--- src/rtl/can_error_frame_ctrl.sv ---
`default_nettype none
// ============================================================================
// Module      : can_error_frame_ctrl
// Description : CAN error-frame sequencer. Drives the error flag (active or
//               passive), tolerates dominant superposition, checks the error
//               delimiter, then waits out the intermission. Also runs bus-off
//               recovery (RECOV_SEQ x RECOV_BITS recessive bits).
// Ports       : clk, rst (async, active-high)
//               sample_tick/rx_bit      - bit-sample strobe and bus level
//               error_frame_req         - level request (sampled in IDLE)
//               error_passive, bus_off  - node error state
//               tx_drive/tx_bit         - TX mux ownership and driven bit
//               error_frame_sent, form_err_delim, stuck_dominant,
//               recovery_done           - one-clk status pulses
//               busy                    - sequencer not idle
//               err_frame_cnt           - sent-frame counter
// Options     : define ERR_FRAME_STATS_EN to build the saturating
//               err_frame_cnt counter; otherwise it is tied to zero.
// Revision    : 1.0 - initial release
// ============================================================================
module can_error_frame_ctrl #(
  parameter int FLAG_LEN     = 6,
  parameter int DELIM_LEN    = 8,
  parameter int IFS_LEN      = 3,
  parameter int SUPERPOS_MAX = 14,
  parameter int RECOV_SEQ    = 128,
  parameter int RECOV_BITS   = 11
) (
  input  logic        clk,
  input  logic        rst,
  input  logic        sample_tick,
  input  logic        rx_bit,
  input  logic        error_frame_req,
  input  logic        error_passive,
  input  logic        bus_off,
  output logic        tx_drive,
  output logic        tx_bit,
  output logic        error_frame_sent,
  output logic        form_err_delim,
  output logic        stuck_dominant,
  output logic        recovery_done,
  output logic        busy,
  output logic [15:0] err_frame_cnt
);

  // One shared bit counter serves the flag, delimiter and intermission.
  localparam int BIT_MAX0 = (FLAG_LEN > DELIM_LEN) ? FLAG_LEN : DELIM_LEN;
  localparam int BIT_MAX  = (BIT_MAX0 > IFS_LEN) ? BIT_MAX0 : IFS_LEN;
  localparam int BW = $clog2(BIT_MAX + 1);
  localparam int DW = $clog2(SUPERPOS_MAX + 1);
  localparam int RW = $clog2(RECOV_BITS + 1);
  localparam int SW = $clog2(RECOV_SEQ + 1);

  localparam logic [BW-1:0] C_FLAG_LEN  = BW'(FLAG_LEN);
  localparam logic [BW-1:0] C_DELIM_LEN = BW'(DELIM_LEN);
  localparam logic [BW-1:0] C_IFS_LEN   = BW'(IFS_LEN);
  localparam logic [DW-1:0] C_SUP_MAX   = DW'(SUPERPOS_MAX);
  localparam logic [RW-1:0] C_REC_BITS  = RW'(RECOV_BITS);
  localparam logic [SW-1:0] C_REC_SEQ   = SW'(RECOV_SEQ);

  typedef enum logic [2:0] {
    S_IDLE         = 3'd0,
    S_FLAG         = 3'd1,
    S_SUPERPOS     = 3'd2,
    S_DELIM        = 3'd3,
    S_INTERMISSION = 3'd4,
    S_BUS_OFF      = 3'd5
  } state_t;

  state_t        state_q, state_d;
  logic [BW-1:0] bit_cnt_q, bit_cnt_d;
  logic [DW-1:0] dom_cnt_q, dom_cnt_d;
  logic [RW-1:0] rec_cnt_q, rec_cnt_d;
  logic [SW-1:0] seq_cnt_q, seq_cnt_d;
  logic          mode_p_q, mode_p_d;
  logic          last_rx_q, last_rx_d;
  logic          sent_q, sent_d;
  logic          ferr_q, ferr_d;
  logic          stuck_q, stuck_d;
  logic          recov_q, recov_d;

  always_ff @(posedge clk or posedge rst) begin
    if (rst) begin
      state_q   <= S_IDLE;
      bit_cnt_q <= '0;
      dom_cnt_q <= '0;
      rec_cnt_q <= '0;
      seq_cnt_q <= '0;
      mode_p_q  <= 1'b0;
      last_rx_q <= 1'b1;
      sent_q    <= 1'b0;
      ferr_q    <= 1'b0;
      stuck_q   <= 1'b0;
      recov_q   <= 1'b0;
    end else begin
      state_q   <= state_d;
      bit_cnt_q <= bit_cnt_d;
      dom_cnt_q <= dom_cnt_d;
      rec_cnt_q <= rec_cnt_d;
      seq_cnt_q <= seq_cnt_d;
      mode_p_q  <= mode_p_d;
      last_rx_q <= last_rx_d;
      sent_q    <= sent_d;
      ferr_q    <= ferr_d;
      stuck_q   <= stuck_d;
      recov_q   <= recov_d;
    end
  end

  always_comb begin
    state_d   = state_q;
    bit_cnt_d = bit_cnt_q;
    dom_cnt_d = dom_cnt_q;
    rec_cnt_d = rec_cnt_q;
    seq_cnt_d = seq_cnt_q;
    mode_p_d  = mode_p_q;
    last_rx_d = last_rx_q;
    sent_d    = 1'b0;
    ferr_d    = 1'b0;
    stuck_d   = 1'b0;
    recov_d   = 1'b0;

    case (state_q)
      S_IDLE: begin
        bit_cnt_d = '0;
        dom_cnt_d = '0;
        if (!bus_off && error_frame_req) begin
          state_d  = S_FLAG;
          mode_p_d = error_passive;
        end
      end

      S_FLAG: begin
        if (sample_tick) begin
          last_rx_d = rx_bit;
          // Passive flag: restart the run on a level change (first tick is 1).
          if (mode_p_q && (bit_cnt_q != '0) && (rx_bit != last_rx_q))
            bit_cnt_d = BW'(1);
          else
            bit_cnt_d = bit_cnt_q + 1'b1;
          if (bit_cnt_d == C_FLAG_LEN) begin
            state_d   = S_SUPERPOS;
            bit_cnt_d = '0;
            dom_cnt_d = '0;
          end
        end
      end

      S_SUPERPOS: begin
        if (sample_tick) begin
          if (!rx_bit) begin
            dom_cnt_d = dom_cnt_q + 1'b1;
            if (dom_cnt_d == C_SUP_MAX) begin
              stuck_d   = 1'b1;
              dom_cnt_d = '0;
            end
          end else begin
            // This recessive bit is already delimiter bit 1.
            state_d   = S_DELIM;
            bit_cnt_d = BW'(1);
          end
        end
      end

      S_DELIM: begin
        if (sample_tick) begin
          if (rx_bit) begin
            bit_cnt_d = bit_cnt_q + 1'b1;
            if (bit_cnt_d == C_DELIM_LEN) begin
              sent_d    = 1'b1;
              state_d   = S_INTERMISSION;
              bit_cnt_d = '0;
            end
          end else begin
            ferr_d    = 1'b1;
            mode_p_d  = error_passive;
            state_d   = S_FLAG;
            bit_cnt_d = '0;
            dom_cnt_d = '0;
          end
        end
      end

      S_INTERMISSION: begin
        // Bus level is ignored: a dominant bit does not shorten this phase.
        if (sample_tick) begin
          bit_cnt_d = bit_cnt_q + 1'b1;
          if (bit_cnt_d == C_IFS_LEN) begin
            state_d   = S_IDLE;
            bit_cnt_d = '0;
          end
        end
      end

      S_BUS_OFF: begin
        if (!bus_off) begin
          state_d   = S_IDLE;
          rec_cnt_d = '0;
          seq_cnt_d = '0;
        end else if (sample_tick) begin
          if (!rx_bit) begin
            rec_cnt_d = '0;
          end else if ((rec_cnt_q + 1'b1) == C_REC_BITS) begin
            rec_cnt_d = '0;
            seq_cnt_d = seq_cnt_q + 1'b1;
            if (seq_cnt_d == C_REC_SEQ) begin
              recov_d   = 1'b1;
              state_d   = S_IDLE;
              seq_cnt_d = '0;
            end
          end else begin
            rec_cnt_d = rec_cnt_q + 1'b1;
          end
        end
      end

      default: state_d = S_IDLE;
    endcase

    // Bus-off overrides everything; only a coincident error_frame_sent
    // survives so the error-counter block still sees its request served.
    if (bus_off && (state_q != S_BUS_OFF)) begin
      state_d   = S_BUS_OFF;
      bit_cnt_d = '0;
      dom_cnt_d = '0;
      rec_cnt_d = '0;
      seq_cnt_d = '0;
      ferr_d    = 1'b0;
      stuck_d   = 1'b0;
      recov_d   = 1'b0;
    end
  end

  assign tx_drive         = (state_q == S_FLAG) || (state_q == S_SUPERPOS) ||
                            (state_q == S_DELIM);
  assign tx_bit           = !((state_q == S_FLAG) && !mode_p_q);
  assign busy             = (state_q != S_IDLE);
  assign error_frame_sent = sent_q;
  assign form_err_delim   = ferr_q;
  assign stuck_dominant   = stuck_q;
  assign recovery_done    = recov_q;

`ifdef ERR_FRAME_STATS_EN
  logic [15:0] frame_cnt_q;

  // Counts on sent_d so the count is visible together with the pulse.
  always_ff @(posedge clk or posedge rst) begin
    if (rst)
      frame_cnt_q <= '0;
    else if (sent_d && (frame_cnt_q != 16'hFFFF))
      frame_cnt_q <= frame_cnt_q + 16'd1;
  end

  assign err_frame_cnt = frame_cnt_q;
`else
  assign err_frame_cnt = 16'h0000;
`endif

endmodule
`default_nettype wire

--- config.mk ---
export PLATFORM = sky130hd
export DESIGN_NAME = can_error_frame_ctrl
export DESIGN_NICKNAME = d
export VERILOG_FILES = /design/src/rtl/can_error_frame_ctrl.sv
export SDC_FILE = /design/constraint.sdc
export NUM_CORES = 1
export LEC_CHECK = 0
export ABC_AREA = 1
export ABC_CLOCK_PERIOD_IN_PS = 1900
export BUFFER_PORTS_ARGS = -buffer_cell sky130_fd_sc_hd__buf_2
export CAP_MARGIN = 20
export CORE_ASPECT_RATIO = 1.25
export CORE_MARGIN = 2
export CORE_UTILIZATION = 55
export CTS_CLUSTER_DIAMETER = 100
export DETAILED_ROUTE_END_ITERATION = 10
export GPL_TIMING_DRIVEN = 1
export MAX_ROUTING_LAYER = met4
export PLACE_DENSITY = 0.77
export SYNTH_ARGS = -nofsm -noshare
export SYNTH_HDL_FRONTEND = slang
export SYNTH_SLANG_ARGS = --single-unit
--- constraint.sdc ---
create_clock -name clk -period 1.9 [get_ports clk]
set_input_delay 0.38 -clock clk [delete_from_list [all_inputs] [get_ports clk]]
set_output_delay 0.38 -clock clk [all_outputs]
set_load 0.02 [all_outputs]
; ---- Word level (Yosys, flattened, before mapping)
; Index checks and enable logic that the tools add are counted.
[op_classes]
reduce_logical = 24
mux = 77
eq_ne = 34
n_addsub = 4
[op_table]
columns = operator, n
row1 = $mux W4, 27
row2 = $mux W8, 7
row3 = $mux W3, 16
row4 = $ne A3 B3 Y1 const B, 11
row5 = $mux W1, 23
row6 = $ne A4 B4 Y1 const B, 5
row7 = $pmux W4 S5, 1
row8 = $pmux W3 S6, 1
row9 = $pmux W4 S4, 1
row10 = $reduce_and A13 Y1, 1
row11 = $add A4 B1 Y4 const B, 3
row12 = $eq A4 B4 Y1 const B, 3
row13 = $add A8 B1 Y8 const B, 1
row14 = $eq A8 B8 Y1 const B, 1
row15 = $reduce_and A4 Y1, 2
row16 = $reduce_and A7 Y1, 1
row17 = $eq A3 B2 Y1 const B, 2
row18 = $eq A3 B3 Y1 const B, 2
row19 = $ne A2 B2 Y1 const B, 3
row20 = $ne A3 B2 Y1 const B, 2
row21 = $reduce_and A6 Y1, 1
row22 = $reduce_bool A6 Y1, 1
row23 = $logic_and A1 B1 Y1, 5
row24 = $reduce_bool A5 Y1, 1
row25 = 13 further kinds, 18
[word_totals]
ff_bits = 29
word_cells = 150
input_bits = 7
out_inout_bits = 23

; ---- Depth between registers and ports, before layout
[logic_depth]
word_depth = 11
mapped_depth = 13
mapped_depth_nobuf = 13

; ---- Worst setup path before layout
; No wires, ideal clock.
[synth_path]
kind = reg-to-reg
from = register rec_cnt_q[1]
to = register state_q[0]
required_time_ns = 1.783
setup_time_ns = 0.117
n_path_buf = 0
path_slack_ns = 0.323
path_stages_with_launch = 11
period_less_slack_ns = 1.577
arrival_time_ns = 1.460
cell_sequence = dfrtp_1 > ha_1 > xor2_1 > nor2_1 > nand3_1 > nand2_1 > inv_1 > nor2_4 > nand3_2 > nand2_1 > nand2_1
[synth_via]
elab_chain_len = 4
[synth_lines]
columns = element, line_no
row1 = start: declaration, 73  ; logic [RW-1:0] rec_cnt_q, rec_cnt_d;
row2 = start signal: assignment, 99  ; rec_cnt_q <= rec_cnt_d;
row3 = $add A4 B1 Y4, 203  ; end else if ((rec_cnt_q + 1'b1) == C_REC_BITS) begin
row4 = $eq A4 B4 Y1, 203
row5 = $ne A4 B4 Y1 (no source line), --
row6 = $reduce_and A13 Y1 (no source line), --
row7 = end signal: assignment, 96  ; state_q <= state_d;
row8 = end: declaration, 70  ; state_t state_q, state_d;
; No other way between the ends.
; A chain may end at the register's enable or synchronous reset.

; ---- Worst setup path in the final report
[layout_path]
from = register bit_cnt_q[0]
to = register state_q[1]
[layout_via]
elab_chain_len = 9
elab_cells_between_ends = 14
classes_between = add/sub (1) / eq/ne (6) / mux (3) / reduce/logical (4)
[layout_lines]
columns = element, line_no
row1 = start: declaration, 71  ; logic [BW-1:0] bit_cnt_q, bit_cnt_d;
row2 = start signal: assignment, 97  ; bit_cnt_q <= bit_cnt_d;
row3 = branches (longest 8 deep; another with $add A4 B1 Y4), --
row4 = $reduce_and A13 Y1 (no source line) *, --
; Every way passes the cells marked *. The select of a mux whose other input is x is not followed.

==> impl_metrics.json <==
{
  "post-route-util": 0.619,
  "hold_class": "input port to async pin",
  "route.detailed.drc": 0,
  "multi_input_area_um2": 1110,
  "wirelength_um": 4140,
  "fin_skew_ns": 0.00526,
  "end_kind": "register",
  "irDropWorstVdd_uv": 698,
  "cellPowerDensity_nw_per_um2": 1060,
  "period_minus_slack_ns": 1.75,
  "clockBufferDepth": 2,
  "fmax_ghz": 0.571,
  "via_per_inst": 5.20,
  "cp_max_fo": 6,
  "cp_num_buf_inv": 1,
  "ioPinCount": 30,
  "whs_ns": 0.146,
  "stdcell_count": 338,
  "nets": 314,
  "setup_viol": 0,
  "crit_chain": "inv_1 -> ha_1 -> nand3_1 -> a21oi_2 -> nand2_1 -> nand2_1 -> nand2_2 -> nor2_4 -> nand3_2 -> nand2_1 -> nand2_1",
  "synth_area_um2": 2070,
  "die_y_um": 72.5,
  "n_antenna_cell": 0,
  "start_util": 0.583,
  "final_antenna_net_count": 0,
  "met2_usage": 0.368,
  "antenna_found_initial": 0,
  "first_iter_violations": 103,
  "grt_max_degree": 30,
  "fin_tns_setup_ns": 0,
  "avgRoutedWirePerCell_um": 12.3,
  "cts_max_level": 2,
  "yosys.area.top_type_share": 0.339,
  "grt_usage": 0.219,
  "grt_setup_unrepaired": "false",
  "core.rowCount": 24,
  "hpwl_um": 3180,
  "fillerInstances": 350,
  "drive_gt1_frac": 0.177,
  "die_w_um": 58.8,
  "syn_inst": 280,
  "area_delta_synth_final_pct": 6.12,
  "arrival_ns": 1.93,
  "die_area_um2": 4270,
  "cts_setup_buffers": 0,
  "final_hold_viol_count": 0,
  "grt_pass1_wl_um": 6810,
  "slowest_stage": "dfrtp_2",
  "cts_tree": "yes",
  "gp_congestion": 0.909,
  "met3_usage": 0.0517,
  "clk_transition_reported_paths_ns": 0.07,
  "cap_violations": 0,
  "coreArea_um2": 3540,
  "grt_pass1_vias": 1603,
  "power_w": 0.00233,
  "cts_buffers": 5,
  "synth_top_area_cell": "dfrtp_1",
  "ys_ff_latch": 29,
  "critPathKind": "register to register",
  "crit_family": "simple AND/OR/NAND/NOR gates",
  "yosys_warnings": 0,
  "worstSkewPairLatency_ns": 0.29,
  "required_ns": 2.08,
  "overflow": 0,
  "postSynth.asyncResetShare": 1.00,
  "ys.flop_type": "dfrtp_1",
  "cp_common_cell": "nand2_1",
  "synth.distinct_cells": 30,
  "yosysSeqAreaShare": 0.352,
  "cp-start-kind": "register",
  "clkSinkCount": 29,
  "status": "finished clean",
  "cts_root_buffer": "clkbuf_8",
  "vias": 1757,
  "regArea_um2": 729,
  "drt-pass1-iter-count": 4,
  "max_stage_delay_ns": 0.44,
  "placed_cells": 330,
  "drv_slew": 0,
  "grt_busiest_layer": "met2",
  "avgSynthCellArea_um2": 7.38,
  "yosys-top-cells-area": "dfrtp_1 (34%), nand2_1 (12%), inv_1 (6.7%)",
  "synth_edf_count": 0,
  "fin_crit_sh": 0.922,
  "io_buffers": 13,
  "globalRouteMet1Util": 0.234,
  "leakagePower_nw": 1.13
}
## cell type report
| cell class | instances | share of cell area |
|---|---|---|
| multi-input combinational | 208 | 0.506 |
| clock inverter | 2 | 0.00457 |
| tap | 39 | 0.0223 |
| inverter | 40 | 0.0685 |
| clock buffer | 6 | 0.0331 |
| timing repair buffer | 14 | 0.0331 |
| sequential | 29 | 0.333 |
## synth_stat cells (2+ instances only)
cell,instances
nand3_1,27
nand3_2,3
nor3_1,2
nor2_4,3
o21bai_1,2
a21oi_1,7
inv_2,3
nand2_4,2
o21ai_1,3
inv_1,37
xor2_1,4
nand2_1,67
nand2_2,9
o21ai_0,14
ha_1,9
dfrtp_1,28
nand4_1,6
o31ai_1,4
nor2_1,17
nor2_2,7
buf_4,17
## through the flow
stage	cell area, µm²	worst slack, ns
after CTS	2180	0.121
after detailed placement	2100	0.123
final	2190	0.149
after global placement	2100	0.193
after floorplan	2120	0.323
after global routing	2190	0.00567
## placed cells by master, fill, tap and decap left out, drive strengths merged
master	n
dfrtp	28
clkinv	2
o221ai	1
o21bai	2
o31ai	4
o21ai	17
xor2	4
dfstp	1
clkbuf	6
conb	16
inv	40
a22o	1
o2111ai	1
buf	14
a31oi	1
ha	9
a21oi	7
nor2	27
nor3	2
nor4	1
nand2	78
nand4	6
or2	1
nand3	30
## final timing paths
path / start / end / slack [ns] / depth (start not counted)
worst max-delay path: bit_cnt_q[0]$_DFFE_PP0P_ / state_q[1]$_DFFE_PP0P_ / 0.15 / 11
worst min-delay path: rst / dom_cnt_q[3]$_DFFE_PP0P_ / 0.15 / 3
worst max register to register: bit_cnt_q[0]$_DFFE_PP0P_ / state_q[1]$_DFFE_PP0P_ / 0.15 / 11
worst min register to register: dom_cnt_q[3]$_DFFE_PP0P_ / dom_cnt_q[3]$_DFFE_PP0P_ / 0.53 / 2
max in group asynchronous: rst / last_rx_q$_DFFE_PP1P_ / 1.43 / 3
min in group clk: error_passive / mode_p_q$_DFFE_PP0P_ / 0.32 / 3
## worst register-to-register path: cells and delay by family (launching register included)
| family | cells | cell delay (ns) |
|---|---|---|
| compound gates | 1 | 0.17 |
| fa+ha+maj | 1 | 0.17 |
| buf+inv | 1 | 0.14 |
| flops | 1 | 0.44 |
| simple gates | 8 | 0.72 |
## state kept, by name, indices dropped and copies added, names as in the netlist
register and count:
seq_cnt_q 8, bit_cnt_q 4, dom_cnt_q 4, rec_cnt_q 4, state_q 3, error_frame_sent 1, form_err_delim 1, last_rx_q 1
mode_p_q 1, recovery_done 1, stuck_dominant 1
## kinds of logic (layout without fill, tap and decap cells)
logic type,count (synthesis),after routing,synth area share
simple gates,145,145,0.337
buf+inv,58,62,0.142
compound gates,34,34,0.0957
flops,29,29,0.352
fa+ha+maj,9,9,0.0545
xor+xnor,4,4,0.0170
other cells,1,16,0.00182
## repair_timing
action / 4_1_cts / 5_1_grt
endpoints found under the setup margin: 0 / 3
hold buffers: 0 / 0
resized for setup: 0 / 4
## routing by layer
layer	part of all wire	wire length, µm
met5	0	0
met4	0.035	146
met3	0.040	164
met2	0.51	2090
met1	0.42	1740
## power breakdown
| part | switching, W | total [W] | internal [W] |
|---|---|---|---|
| sequential | 0.000107 | 0.000813 | 0.000706 |
| clock | 0.000243 | 0.000496 | 0.000253 |
| combinational | 0.000708 | 0.00102 | 0.000316 |
Note: power is estimated with default switching activity, not from simulation.
